## config.mk

```make
export PLATFORM = sky130hd
export DESIGN_NAME = serial_parity_rx
export DESIGN_NICKNAME = d
export VERILOG_FILES = /design/src/rtl/serial_parity_rx.sv
export SDC_FILE = /design/constraint.sdc
export NUM_CORES = 1
export LEC_CHECK = 0
export CORE_ASPECT_RATIO = 1.25
export CORE_MARGIN = 2
export CORE_UTILIZATION = 57
export DETAILED_ROUTE_END_ITERATION = 6
export PLACE_DENSITY = 0.83
export SYNTH_ARGS = -nofsm -noshare
export SYNTH_HDL_FRONTEND = slang
export SYNTH_SLANG_ARGS = --single-unit
```

## constraint.sdc

```tcl
create_clock -name clk -period 4.1 [get_ports clk]
set_clock_uncertainty 0.1 [all_clocks]
set_input_delay 0.82 -clock clk [delete_from_list [all_inputs] [get_ports clk]]
set_output_delay 0.82 -clock clk [all_outputs]
set_load 0.02 [all_outputs]
```

## src/rtl/serial_parity_rx.sv

```systemverilog
// Serial receiver for XNOR-parity frames: DATA_W data bits LSB-first, then ~^data.
// Optional error counter (err_cnt / err_cnt_clr) is enabled by defining PARITY_RX_ERR_CNT_EN.
module serial_parity_rx #(
  parameter int DATA_W = 8
) (
  input  logic              clk,
  input  logic              rst_n,
  input  logic              in_valid,
  input  logic              in_bit,
  input  logic              in_start,
`ifdef PARITY_RX_ERR_CNT_EN
  input  logic              err_cnt_clr,
  output logic [7:0]        err_cnt,
`endif
  output logic              out_valid,
  output logic [DATA_W-1:0] out_data,
  output logic              out_par_err,
  output logic              out_frm_err,
  output logic              busy
);

  localparam int CNT_W = $clog2(DATA_W);
  localparam logic [CNT_W-1:0] LAST_IDX = CNT_W'(DATA_W - 1);

  localparam logic [1:0] IDLE   = 2'd0;
  localparam logic [1:0] DATA   = 2'd1;
  localparam logic [1:0] PARITY = 2'd2;

  logic [1:0]        state_q, state_d;
  logic [CNT_W-1:0]  cnt_q, cnt_d;
  logic              acc_q, acc_d;
  logic [DATA_W-1:0] shreg_q, shreg_d;
  logic              out_valid_q, out_valid_d;
  logic [DATA_W-1:0] out_data_q, out_data_d;
  logic              out_par_err_q, out_par_err_d;
  logic              out_frm_err_q, out_frm_err_d;

  // A start bit always (re)opens a frame; in DATA/PARITY it also aborts the partial one.
  always_comb begin
    state_d       = state_q;
    cnt_d         = cnt_q;
    acc_d         = acc_q;
    shreg_d       = shreg_q;
    out_valid_d   = 1'b0;
    out_frm_err_d = 1'b0;
    out_data_d    = out_data_q;
    out_par_err_d = out_par_err_q;
    if (in_valid) begin
      if (in_start) begin
        out_frm_err_d = (state_q != IDLE);
        shreg_d       = '0;
        shreg_d[0]    = in_bit;
        cnt_d         = CNT_W'(1);
        acc_d         = in_bit;
        state_d       = DATA;
      end else begin
        case (state_q)
          DATA: begin
            shreg_d[cnt_q] = in_bit;
            acc_d          = acc_q ^ in_bit;
            if (cnt_q == LAST_IDX) begin
              cnt_d   = '0;
              state_d = PARITY;
            end else begin
              cnt_d = cnt_q + CNT_W'(1);
            end
          end
          PARITY: begin
            out_valid_d   = 1'b1;
            out_data_d    = shreg_q;
            out_par_err_d = (in_bit != ~acc_q);
            cnt_d         = '0;
            acc_d         = 1'b0;
            state_d       = IDLE;
          end
          default: begin
          end
        endcase
      end
    end
  end

  always_ff @(posedge clk) begin
    if (!rst_n) begin
      state_q       <= IDLE;
      cnt_q         <= '0;
      acc_q         <= 1'b0;
      shreg_q       <= '0;
      out_valid_q   <= 1'b0;
      out_data_q    <= '0;
      out_par_err_q <= 1'b0;
      out_frm_err_q <= 1'b0;
    end else begin
      state_q       <= state_d;
      cnt_q         <= cnt_d;
      acc_q         <= acc_d;
      shreg_q       <= shreg_d;
      out_valid_q   <= out_valid_d;
      out_data_q    <= out_data_d;
      out_par_err_q <= out_par_err_d;
      out_frm_err_q <= out_frm_err_d;
    end
  end

  assign out_valid   = out_valid_q;
  assign out_data    = out_data_q;
  assign out_par_err = out_par_err_q;
  assign out_frm_err = out_frm_err_q;
  assign busy        = (state_q != IDLE);

`ifdef PARITY_RX_ERR_CNT_EN
  logic [7:0] err_cnt_q, err_cnt_d;

  // Counts in step with the error pulses; clear beats a simultaneous increment.
  always_comb begin
    err_cnt_d = err_cnt_q;
    if (err_cnt_clr) begin
      err_cnt_d = '0;
    end else if (((out_valid_d && out_par_err_d) || out_frm_err_d) && (err_cnt_q != 8'hFF)) begin
      err_cnt_d = err_cnt_q + 8'd1;
    end
  end

  always_ff @(posedge clk) begin
    if (!rst_n) begin
      err_cnt_q <= '0;
    end else begin
      err_cnt_q <= err_cnt_d;
    end
  end

  assign err_cnt = err_cnt_q;
`endif

endmodule

```

==> out/qor.yml <==
yosys:
  synth_cell_types: 46
  synth_warnings: 0
  syn_area_per_cell_um2: 8.99
  synth_edf_count: 0
  syn-num-nets: 142
  synth_commonest_cells: "nand2_1, dfxtp_1, a21oi_1"
  async_reset_ff_share_pct: 0
  yosysMostFrequentCell: "nand2_1"
  netlist_area_um2: 1210
  syn_inst: 135
  yosysSeqAreaShare_pct: 41.2
  ys_top_cells_by_area: "dfxtp_1, nand2_1, a21oi_1"
  synth_top_area_cell: "dfxtp_1"
  synthFlopType: "dfxtp_1"
  synth-seq-cells: 25
  synth_top_area_share_pct: 41.2
timing:
  slew_violations: 0
  finalSetupTns_ns: 0
  finalWorstSetupSlack_ns: 1.39
  max_freq_mhz: 369
  setup_viol: 0
  finalHoldViolCount: 0
  hold_slack_ns: 0.359
  relSlewSlack_pct: 65.5
  worst_slew_pin_slew_ns: 0.516
  rsz0062_at_grt: "false"
  final.period_utilization_pct: 66.0
  post-route-min-period_ns: 2.71
detailed_routing:
  vias_per_cell: 6.11
  wl_um: 2300
  drc: 0
  drt_iter0_markers: 21
  drt-pass1-iter-count: 5
  ant_nets: 0
  avgRoutedWirePerCell_um: 14.0
  vias: 1002
clock_tree:
  clockRootBuffer: "clkbuf_4"
  cts_tree: "yes"
  clockBufferDepth: 2
  holdBufCountCts: 0
  numCtsBuffers: 3
  path_clk_slew_ns: 0.13
  clk_latency_ns: 0.31
  post_cts_buffers: 0
  cts_sinks: 25
  cts_resized: 0
  h-tree-depth: 1
layout:
  fillCellCount: 162
  diodes: 0
  drive_gt1_share_pct: 8.33
  area_growth_pct: 11.4
  layout.cells.non_filler: 164
  multiInputGateArea_um2: 624
  regArea_um2: 500
  finalNetCount: 152
worst_setup_path:
  worstPathRequired_ns: 3.18
  crit_fanout: 16
  slowest_stage: "dfxtp_1"
  crit_type: "flip-flop to output port"
  critical_path.max_stage_delay_ns: 0.67
  crit_arrival_ns: 1.79
  path_cells: "or2_2 > clkdlybuf4s50_1"
  end_kind: "output port"
  cp-start-kind: "flip-flop"
  reg2reg_depth: 5
min_path:
  hold_depth: 2
  hold_path_class: "flip-flop to flip-flop"
run_status:
  status: "finished, final reports clean"
global_route:
  grt_pass1_wl_um: 4010
  grt_pass1_vias: 940
  grt_max_degree: 17
  grt-ovfl-total: 0
  gr-usage-all-layers_pct: 20.8
  antenna_found_initial: 0
flow_run:
  cap_violations: 0
floorplan:
  num_rows: 18
  die_h_um: 55.6
  core_um2: 2000
  start_util_pct: 60.5
  die_w_um: 45.3
  io_pins: 17
  dieArea_um2: 2520
placement:
  hpwl_um: 1680
  place_ws_ns: 1.56
  gp_congestion: 0.800
  place_inst: 160
  port_buffers: 16
pwr:
  totalPowerFinal_uw: 395
  ir_drop_mv: 0.297
  pwr_density_cell_nw_per_um2: 292
  cellLeakagePower_uw: 0.000499
-- layer usage --
metal	up-vias	GRT usage (%)	share of wire, %
met1	478	25.2	44
met3	4	2.92	3.0
li1	499	-	-
met5	-	0	0
met4	0	7.56	1.0
met2	21	35.7	52
-- path summary, 6_finish.rpt --
kind | endpoint | start | slack (ns)
worst max-delay path | busy | state_q[0]$_SDFFE_PN0P_ | 1.39
worst min-delay path | out_data[1]$_SDFFE_PN0P_ | shreg_q[1]$_SDFFE_PN0P_ | 0.36
worst max register to register | cnt_q[0]$_SDFFE_PN0P_ | cnt_q[0]$_SDFFE_PN0P_ | 2.38
worst min register to register | out_data[1]$_SDFFE_PN0P_ | shreg_q[1]$_SDFFE_PN0P_ | 0.36
-- registers in the layout (all words and copies together) (netlist names) --
register     count
out_frm_err      1
shreg_q          8
out_par_err      1
state_q          2
out_data         8
acc_q            1
out_valid        1
cnt_q            3
-- layout by cell type (no fill, tap or decap), types with 2 or more instances in the layout --
cell             instances
nand2_1                 26
dfxtp_1                 25
clkdlybuf4s50_1         16
a21oi_1                 14
nand3_1                  5
inv_1                    4
mux2i_1                  4
clkbuf_4                 3
o311ai_1                 2
o41ai_1                  2
nor2_1                   2
nand4_1                  2
o31a_1                   2
nand2b_1                 2
o21ai_0                  2
nand4bb_1                2
a21boi_0                 2
xnor2_1                  2
ha_1                     2
-- critical path: cells and delay by family (launching register included) --
family        cells  cell delay, ns
buf+inv           1            0.60
flops             1            0.67
simple gates      1            0.21
-- final cells by class --
class                           count  share of cell area (%)
Clock buffer                        3                    1.67
Clock inverter                      1                   0.370
Inverter                            4                    1.11
Multi-Input combinational cell     95                    46.2
Sequential cell                    25                    37.0
Tap cell                           20                    1.85
Timing Repair Buffer               16                    11.8
-- kinds of logic (layout without fill, tap and decap cells) --
kind of cell | Yosys count | count (layout) | share of synthesized area (%)
and+or+nand+nor | 53 | 53 | 25.6
DFF | 25 | 25 | 41.2
AOI/OAI and AO/OA | 34 | 34 | 19.1
adders and majority gates | 2 | 2 | 2.06
muxes | 4 | 4 | 3.30
xor gates and xnor gates | 2 | 2 | 1.44
buffers and inverters | 15 | 24 | 7.32
-- stage by stage --
stage / util, % / area, µm²
2_1_floorplan: - / 1210
3_3_place_gp: 66.1 / 1330
3_5_place_dp: 66.1 / 1330
4_1_cts: 67.5 / 1350
5_1_grt: 67.5 / 1350
6_report: 67.5 / 1350
-- report_power, final --
group	switching [µW]	internal, µW
sequential	7.89	246
combinational	19.5	16.6
clock	68.4	36.4
total	95.8	299
Note: power is estimated with default switching activity, not from simulation.
